===== config.mk =====
export PLATFORM = sky130hd
export DESIGN_NAME = simd_mem_sequencer_flat
export DESIGN_NICKNAME = d
export VERILOG_FILES = /design/src/rtl/simd_mem_sequencer_pkg.sv /design/src/rtl/simd_mem_sequencer_if.sv /design/src/rtl/simd_mem_sequencer_lane_pick.sv /design/src/rtl/simd_mem_sequencer.sv /design/src/flat_wrapper.sv
export SDC_FILE = /design/constraint.sdc
export NUM_CORES = 1
export LEC_CHECK = 0
export BUFFER_PORTS_ARGS = -buffer_cell sky130_fd_sc_hd__buf_2
export CORE_AREA = 2 2 181 183
export DETAILED_ROUTE_END_ITERATION = 7
export DIE_AREA = 0 0 183 185
export HOLD_SLACK_MARGIN = 0.02
export PLACE_DENSITY = 0.68
export SYNTH_ARGS = -nofsm -noshare
export SYNTH_HDL_FRONTEND = slang
export SYNTH_SLANG_ARGS = --single-unit

===== constraint.sdc =====
create_clock -name clk -period 13.4 [get_ports clk]
set_input_delay 0.67 -clock clk [delete_from_list [all_inputs] [get_ports clk]]
set_output_delay 0.67 -clock clk [all_outputs]
set_load 0.01 [all_outputs]

===== src/rtl/simd_mem_sequencer_pkg.sv =====
// Shared types and helpers for the SIMD load/store sequencer.
// Optional coalescing of same-word loads is enabled by defining SIMD_MEM_COALESCE_EN.
package simd_mem_pkg;

  localparam int unsigned MAX_CORES  = 32;
  localparam int unsigned LANE_IDX_W = $clog2(MAX_CORES);

  typedef enum logic [1:0] {
    IDLE   = 2'd0,
    ACCESS = 2'd1,
    DRAIN  = 2'd2,
    DONE   = 2'd3
  } state_e;

  // Lane-index width for a given lane count; never narrower than one bit.
  function automatic int unsigned lane_idx_w(input int unsigned cores);
    return (cores > 1) ? $clog2(cores) : 1;
  endfunction

endpackage


===== src/rtl/simd_mem_sequencer_if.sv =====
// Single-port data-memory bus between the sequencer (master) and datamemory (slave).
interface simd_mem_sequencer_if #(
  parameter int unsigned MEM_AW = 10,
  parameter int unsigned DW     = 32
);
  logic [MEM_AW-1:0] mem_addr;
  logic [DW-1:0]     mem_wdata;
  logic              mem_we;
  logic              mem_re;
  logic [DW-1:0]     mem_rdata;

  modport master (output mem_addr, mem_wdata, mem_we, mem_re, input mem_rdata);
  modport slave  (input mem_addr, mem_wdata, mem_we, mem_re, output mem_rdata);
endinterface


===== src/rtl/simd_mem_sequencer_lane_pick.sv =====
// Find-first-set over the pending-lane mask: lowest-index pending lane wins.
module lane_pick #(
  parameter int unsigned CORES = 4,
  parameter int unsigned IW    = 2
) (
  input  logic [CORES-1:0] pending,
  output logic             valid,
  output logic [IW-1:0]    index
);

  always_comb begin
    valid = 1'b0;
    index = '0;
    for (int i = int'(CORES) - 1; i >= 0; i--) begin
      if (pending[i]) begin
        valid = 1'b1;
        index = IW'(i);
      end
    end
  end

endmodule


===== src/rtl/simd_mem_sequencer.sv =====
// Serialises one lockstep LW/SW across CORES lanes onto a single-port data memory.
// Define SIMD_MEM_COALESCE_EN to serve all same-word load lanes with one read.
module simd_mem_sequencer
  import simd_mem_pkg::*;
#(
  parameter int unsigned CORES  = 4,
  parameter int unsigned AW     = 32,
  parameter int unsigned DW     = 32,
  parameter int unsigned MEM_AW = 10
) (
  input  logic                clk,
  input  logic                reset,
  input  logic                issue,
  input  logic                is_store,
  input  logic [CORES-1:0]    lane_en,
  input  logic [CORES*AW-1:0] addr_flat,
  input  logic [CORES*DW-1:0] wdata_flat,
  output logic                stall,
  output logic                done,
  output logic [CORES*DW-1:0] rdata_flat,
  simd_mem_sequencer_if.master mem
);

  localparam int unsigned IW = lane_idx_w(CORES);

  state_e            state, state_d;
  logic              is_store_q;
  logic [CORES-1:0]  pending, pending_d;
  logic [CORES-1:0]  cap_mask, cap_d;
  logic [CORES-1:0]  hit;
  logic [MEM_AW-1:0] word_q  [CORES];
  logic [DW-1:0]     wdata_q [CORES];
  logic [DW-1:0]     rdata_q [CORES];
  logic              pick_valid;
  logic [IW-1:0]     pick_idx;
  logic              start;
  logic              unused_addr;

  assign start       = (state == IDLE) && issue && (|lane_en);
  assign unused_addr = ^addr_flat;

  lane_pick #(.CORES(CORES), .IW(IW)) u_lane_pick (
    .pending (pending),
    .valid   (pick_valid),
    .index   (pick_idx)
  );

  // Lanes retired this ACCESS cycle: the picked lane, plus same-word loads when coalescing.
  always_comb begin
    hit           = '0;
    hit[pick_idx] = pick_valid;
`ifdef SIMD_MEM_COALESCE_EN
    if (!is_store_q) begin
      for (int i = 0; i < int'(CORES); i++) begin
        if (pending[i] && (word_q[i] == word_q[pick_idx])) hit[i] = pick_valid;
      end
    end
`else
`endif
  end

  always_comb begin
    state_d   = state;
    pending_d = pending;
    cap_d     = '0;
    case (state)
      IDLE: begin
        if (start) begin
          state_d   = ACCESS;
          pending_d = lane_en;
        end
      end
      ACCESS: begin
        pending_d = pending & ~hit;
        cap_d     = is_store_q ? '0 : hit;
        if (pending_d == '0) state_d = is_store_q ? DONE : DRAIN;
      end
      DRAIN:   state_d = DONE;
      DONE:    state_d = IDLE;
      default: state_d = IDLE;
    endcase
  end

  always_ff @(posedge clk) begin
    if (reset) begin
      state      <= IDLE;
      pending    <= '0;
      cap_mask   <= '0;
      is_store_q <= 1'b0;
      for (int i = 0; i < int'(CORES); i++) begin
        word_q[i]  <= '0;
        wdata_q[i] <= '0;
        rdata_q[i] <= '0;
      end
    end else begin
      state    <= state_d;
      pending  <= pending_d;
      cap_mask <= cap_d;
      if (start) begin
        is_store_q <= is_store;
        for (int i = 0; i < int'(CORES); i++) begin
          word_q[i]  <= addr_flat[i*AW+2 +: MEM_AW];
          wdata_q[i] <= wdata_flat[i*DW +: DW];
        end
      end
      // Synchronous-read data arrives one cycle after the strobe.
      for (int i = 0; i < int'(CORES); i++) begin
        if (cap_mask[i]) rdata_q[i] <= mem.mem_rdata;
      end
    end
  end

  always_comb begin
    for (int i = 0; i < int'(CORES); i++) rdata_flat[i*DW +: DW] = rdata_q[i];
  end

  // Strobes are gated by reset so an aborted store writes nothing in the reset cycle.
  assign mem.mem_addr  = (state == ACCESS) ? word_q[pick_idx] : '0;
  assign mem.mem_wdata = ((state == ACCESS) && is_store_q) ? wdata_q[pick_idx] : '0;
  assign mem.mem_we    = (state == ACCESS) && is_store_q && !reset;
  assign mem.mem_re    = (state == ACCESS) && !is_store_q && !reset;

  assign stall = ((state != IDLE) && (state != DONE)) || start;
  assign done  = (state == DONE);

endmodule


===== src/flat_wrapper.sv =====
// flat-port wrapper written by rule: the top's interface ports become plain ports
module simd_mem_sequencer_flat import simd_mem_pkg::*;
#(
  parameter int unsigned CORES  = 4,
  parameter int unsigned AW     = 32,
  parameter int unsigned DW     = 32,
  parameter int unsigned MEM_AW = 10
)
  (clk, reset, issue, is_store, lane_en, addr_flat, wdata_flat, stall, done, rdata_flat, mem_mem_addr, mem_mem_wdata, mem_mem_we, mem_mem_re, mem_mem_rdata);
  simd_mem_sequencer_if #(.MEM_AW(MEM_AW), .DW(DW)) mem_i ();
  input  logic clk;
  input  logic reset;
  input  logic issue;
  input  logic is_store;
  input  logic [CORES-1:0] lane_en;
  input  logic [CORES*AW-1:0] addr_flat;
  input  logic [CORES*DW-1:0] wdata_flat;
  output logic stall;
  output logic done;
  output logic [CORES*DW-1:0] rdata_flat;
  output wire logic [$bits(mem_i.mem_addr)-1:0] mem_mem_addr;
  output wire logic [$bits(mem_i.mem_wdata)-1:0] mem_mem_wdata;
  output wire logic [$bits(mem_i.mem_we)-1:0] mem_mem_we;
  output wire logic [$bits(mem_i.mem_re)-1:0] mem_mem_re;
  input wire logic [$bits(mem_i.mem_rdata)-1:0] mem_mem_rdata;
  assign mem_mem_addr = mem_i.mem_addr;
  assign mem_mem_wdata = mem_i.mem_wdata;
  assign mem_mem_we = mem_i.mem_we;
  assign mem_mem_re = mem_i.mem_re;
  assign mem_i.mem_rdata = mem_mem_rdata;
  simd_mem_sequencer #(.CORES(CORES), .AW(AW), .DW(DW), .MEM_AW(MEM_AW)) u_core (.clk(clk), .reset(reset), .issue(issue), .is_store(is_store), .lane_en(lane_en), .addr_flat(addr_flat), .wdata_flat(wdata_flat), .stall(stall), .done(done), .rdata_flat(rdata_flat), .mem(mem_i));
endmodule

==> results.md, run 1 <==
- Cell area after layout: 16460 um^2
- Yosys cell types: 41
- Peak VDD IR: 0.09274 mV
- CP Class: flop to output port
- P&R area growth vs syn: 24.79%
- CTS Buf Count: 34
- Core area: 32040 um^2
- Endpoints failing setup: 0
- # H-tree levels: 2
- Row cnt: 66
- FFs w/ async S/R, synth: 0
- Wirelength per Cell: 18.97 um
- Post-CTS setup buffers: 0
- Routability cong.: 0.7709
- Max-cap violation count: 0
- Setup TNS: 0 ns
- First-pass GRT wire length: 48.64 mm
- Total wire length: 32.70 mm
- Die width: 183 um
- Initial antenna violation count: 5
- Syn Inst Count: 926
- Initial Utilization: 0.4116
- Clock skew: 0.009694 ns
- Fmax: 0.2607 GHz
- Largest net degree at the start of global routing: 92
- # hold bufs at CTS: 0
- CP startpoint kind: flop
- Detailed Routing Iterations Pass 1: 4
- Nets: 1592
- Status: finished, final reports clean
- GR Util met1: 0.2259
- Ys Warns: 0
- CTS tree: yes
- Clk buf depth: 3
- Class of the tightest hold or removal check: primary input to flop
- Clock sink count: 307
- Die H: 185 um
- Mean Syn Cell Area: 14.24 um^2
- Power per cell area: 164.0 nW/um^2
- Register area share after synthesis: 0.6908
- CP Capture Type: output port
- Placement Cell Area: 15370 um^2
- Max-slew violation count: 0
- Slew @ Worst Pin: 1.142 ns
- Remaining global-route overflow: 0
- Fin util: 0.5136
- Slew HR: 0.2385
- Post-synth EDFFs: 296
- Clk Latency, worst-skew pair: 0.50 ns
- RSZ-0062 raised after global routing: no
- Crit path time final: 3.835 ns
- FILL cells: 2755
- Root Driver: clkbuf_16
- Critical path peak fanout: 45
- Vias in the first global route: 8566
- Met2 global-route usage: 0.3335
- Final period utilization: 0.2862
- Leak: 0.006920 uW
- IO buf count: 381
- Worst-path clk slew: 0.06 ns
- Post-cts resize count: 0
- Final Hold Viols: 0
- Worst EP required: 12.73 ns
- # DRC: 0
- All-Layer GR Usage: 0.1877
- Yosys reg bits: 307
- Via density: 4.981
- Mapped Area: 13190 um^2
- Post-detail-place hpwl: 21.27 mm
- Met3 Track Usage GR: 0.05210
- Initial DRC count: 523
- Global routing's busiest layer: met2
- Syn_nets: 1226
- Hold Slack: 0.4096 ns
- Ratio of cells with drive above 1 in the final layout: 0.4140
- DR vias: 8588
- # IOs: 470
- Die Area: 33860 um^2
- Final ANT Viol Nets: 0
- Main synth FF type: edfxtp_1
- Arrival time worst endpoint: 3.17 ns
==> critical path, cell delays in order, from the launching register on <==
cell	delay, ns
dfxtp_2	0.43
buf_4	0.53
or2_2	0.99
a22oi_1	0.28
a21oi_1	0.24
buf_2	0.16
==> cell usage after synthesis (all sizes together), types with 2 or more instances <==
library cell	instances	area share
dfxtp	11	0.017
nor2	8	0.0028
a21o	18	0.010
o21a	10	0.0057
a22oi	49	0.028
a22o	10	0.0066
nor3b	2	0.0011
inv	6	0.0017
o21ai	3	0.0011
a21oi	40	0.015
nand3b	25	0.014
buf	29	0.018
a32o	2	0.0015
nor2b	6	0.0028
edfxtp	296	0.67
and3	3	0.0014
a211oi	2	0.0011
a32oi	2	0.0013
clkbuf	34	0.0097
nand2	32	0.0091
nor3	5	0.0023
or2	19	0.0090
and2	298	0.16
ha	4	0.0038
==> cell usage in the layout (no fill, tap or decap), types with 9 or more instances in the layout <==
master / Yosys / layout
clkbuf_16: 0 / 37
and2_4: 72 / 72
nand3b_1: 25 / 25
buf_2: 14 / 381
a21o_1: 18 / 18
and2_1: 226 / 226
dfxtp_1: 11 / 9
a21oi_1: 40 / 40
buf_4: 0 / 12
a22o_1: 10 / 10
o21a_1: 10 / 10
a22oi_1: 49 / 49
edfxtp_1: 296 / 296
nand2_1: 32 / 31
or2_2: 19 / 19
==> flip-flops by register name (all words and copies together) (netlist names) <==
name,cells
u_core.cap_mask,4
u_core.state,2
u_core.wdata_q,128
u_core.pending,4
u_core.is_store_q,1
u_core.word_q,40
u_core.rdata_q,128
==> logic make-up after synthesis <==
kind of cell | after synthesis | share of synthesized area
AOI/OAI and AO/OA | 140 | 0.07344
muxes | 1 | 0.0007591
buffers and inverters | 69 | 0.02894
DFF | 307 | 0.6908
adders and majority gates | 4 | 0.003796
and+or+nand+nor | 405 | 0.2023
==> power by group <==
group          internal, uW  switching, uW  total (uW)  leakage [uW]
logic                   188            310         498       0.00318
clock network           540            362         902      0.000524
registers              1250           50.5        1300       0.00322
==> per-stage QoR <==
| step | power (uW) | worst slack, ns | cells |
|---|---|---|---|
| 6_report | 2699 | 9.565 | 1724 |
| 5_1_grt | 2820 | 9.279 | 1723 |
| 4_1_cts | 2725 | 9.520 | 1722 |
| 3_5_place_dp | 1824 | 9.850 | 1664 |
| 3_3_place_gp | 1804 | 9.934 | 1664 |
| 2_1_floorplan | 1663 | 7.907 | 926 |
==> path summary, 6_finish.rpt <==
path	startpoint	endpoint	slack (ns)	cells past startpoint
worst max-delay path	u_core.pending[0]	mem_mem_wdata[28]	9.56	5
worst min-delay path	is_store	u_core.is_store_q	0.41	3
worst max register to register	u_core.state[0]	u_core.word_q[3][3]	10.19	5
worst min register to register	u_core.state[0]	u_core.state[0]	0.54	2
==> layout make-up <==
cell class / count / area (um^2) / area share
inverters: 6 / 22.52 / 0.001369
multi-input cells: 550 / 3730 / 0.2267
well taps: 408 / 510.5 / 0.03102
diodes: 2 / 5.005 / 0.0003041
repair buffers: 393 / 1997 / 0.1214
clock buffers: 45 / 955.9 / 0.05809
clock inverters: 13 / 123.9 / 0.007527
flip-flops and latches: 307 / 9111 / 0.5537
==> routing by layer <==
metal,up-vias,wire length [um]
met5,-,27
met4,4,647
met3,58,2720
met2,374,16170
met1,4106,13130
li1,4046,-
Note: power is estimated with default switching activity, not from simulation.
==> run 2: changes to the inputs <==
--- a/config.mk
+++ b/config.mk
@@ -6,9 +6,9 @@
 export NUM_CORES = 1
 export LEC_CHECK = 0
 export BUFFER_PORTS_ARGS = -buffer_cell sky130_fd_sc_hd__buf_2
-export CORE_AREA = 2 2 181 183
+export CORE_AREA = 2 2 185 187
 export DETAILED_ROUTE_END_ITERATION = 7
-export DIE_AREA = 0 0 183 185
+export DIE_AREA = 0 0 187 189
 export HOLD_SLACK_MARGIN = 0.02
 export PLACE_DENSITY = 0.68
 export SYNTH_ARGS = -nofsm -noshare
==> constraint.sdc (replaced) <==
create_clock -name clk -period 3.4 [get_ports clk]
set_input_delay 0.17 -clock clk [delete_from_list [all_inputs] [get_ports clk]]
set_output_delay 0.17 -clock clk [all_outputs]
set_load 0.01 [all_outputs]
==> results.md, run 2 (synthesized netlist as in run 1, its figures left out) <==
- Final ANT Viol Nets: 0
- CP startpoint kind: flop
- Max-slew violation count: 0
- Setup TNS: 0 ns
- Commonest non-fill, non-tap cells in the layout: 381 x buf_2, 296 x edfxtp_1, 226 x and2_1
- # H-tree levels: 1
- Wirelength per Cell: 17.86 um
- Via density: 4.780
- Remaining global-route overflow: 0
- Max-cap violation count: 0
- CP startpoint: u_core.pending[2]
- Die width: 187 um
- Slew HR: 0.2199
- P&R area growth vs syn: 40.88%
- Fmax: 0.3399 GHz
- Root Driver: clkbuf_16
- Final Hold Viols: 0
- # DRC: 0
- CP Capture Type: output port
- Initial DRC count: 575
- # IOs: 470
- DR vias: 9455
- Slew @ Worst Pin: 1.165 ns
- First-pass GRT wire length: 53.01 mm
- CTS Buf Count: 31
- Clk buf depth: 3
- Peak VDD IR: 0.4329 mV
- Initial Utilization: 0.3962
- Arrival time worst endpoint: 2.77 ns
- Total wire length: 35.33 mm
- Top flop regs: u_core.rdata_q x128, u_core.wdata_q x128, u_core.word_q x40
- IO buf count: 381
- Clk Latency, worst-skew pair: 0.55 ns
- Final period utilization: 0.8652
- N_diodes: 0
- Routability cong.: 0.7542
- Core area: 33280 um^2
- Pwr Total: 10650 uW
- Leak: 0.007809 uW
- Class of the tightest hold or removal check: primary input to flop
- HP Start: lane_en[3]
- Ratio of cells with drive above 1 in the final layout: 0.3621
- Fin util: 0.5582
- Commonest non-fill, non-tap cell in the layout: buf_2
- CTS tree: yes
- Detailed Routing Iterations Pass 1: 5
- Row cnt: 67
- Initial antenna violation count: 0
- Power per cell area: 573.5 nW/um^2
- Clock sink count: 307
- Post-CTS setup buffers: 0
- Worst EP required: 3.23 ns
- Worst-path clk slew: 0.06 ns
- Die Area: 35340 um^2
- Largest net degree at the start of global routing: 86
- RSZ-0062 raised after global routing: no
- Nets: 1806
- Worst R2R Start: u_core.pending[1]
- Endpoints failing setup: 0
- Crit path time final: 2.942 ns
- Die H: 189 um
- Critical path peak fanout: 19
- Status: finished, final reports clean
- CP Class: flop to output port
- Vias in the first global route: 9783
- All-Layer GR Usage: 0.1910
- Clock skew: 0.01641 ns
- Post-detail-place hpwl: 21.57 mm
[run 2: cell types whose count changed in the layout (fill, tap and decap cells not counted), sizes merged]
cell,delta
clkinv,+2
bufinv,+1
buf,+10
inv,+1
clkinvlp,-1
clkbuf,-4
diode,-2
dlygate4sd3,+207
[run 2: per-stage QoR]
step	hold slack (ns)	worst slack, ns	std cells	area (um^2)
6_report	0.1651	0.4582	1978	18580
4_1_cts	0.1387	0.4436	1978	18580
2_1_floorplan	0.2958	0.1405	926	13190
3_3_place_gp	0.4031	1.083	1714	15520
3_5_place_dp	0.4174	1.037	1714	15520
5_1_grt	0.1424	0.3392	1978	18580
[run 2: worst max-delay path, cell delays in order (launching register included)]
cell and delay [ns]:
dfxtp_1 0.48, inv_1 0.14, nor3_4 0.84, buf_4 0.32
a22o_1 0.17, o21a_1 0.13, buf_2 0.13
[run 2: routing by layer]
layer  vias up  global-route usage  share of wire
li1       4464                   -              -
met1      4510              0.2275           0.40
met5         -                   0              0
met2       422              0.3537           0.51
met3        59             0.03299          0.063
met4         0             0.05495          0.022
[run 2: final cells by class]
| cell class | instances | area, um^2 |
|---|---|---|
| Fill cell | 2604 | 14700 |
| Multi-Input combinational cell | 550 | 3734 |
| Clock buffer | 41 | 823.3 |
| Tap cell | 448 | 560.5 |
| Timing Repair Buffer | 610 | 4169 |
| Sequential cell | 307 | 9111 |
| Clock inverter | 16 | 156.4 |
| Inverter | 6 | 22.52 |
[run 2: power by group]
group          switching, uW  total (uW)  internal (uW)
Sequential               205        5110           4910
Clock                   1380        3300           1920
Combinational           1290        2230            947
[run 2: worst paths after layout]
kind                        end  slack (ns)  depth (start not counted)
max             mem_mem_addr[4]        0.46                          6
min           u_core.pending[3]        0.17                          4
min reg2reg  u_core.cap_mask[0]        0.55                          1
max reg2reg     u_core.state[0]        1.07                          5
[run 2: repair_timing]
| item | CTS | global route |
|---|---|---|
| hold endpoints to repair | 301 | 0 |
| hold buffers | 207 | 0 |
| resized for setup | 0 | 0 |
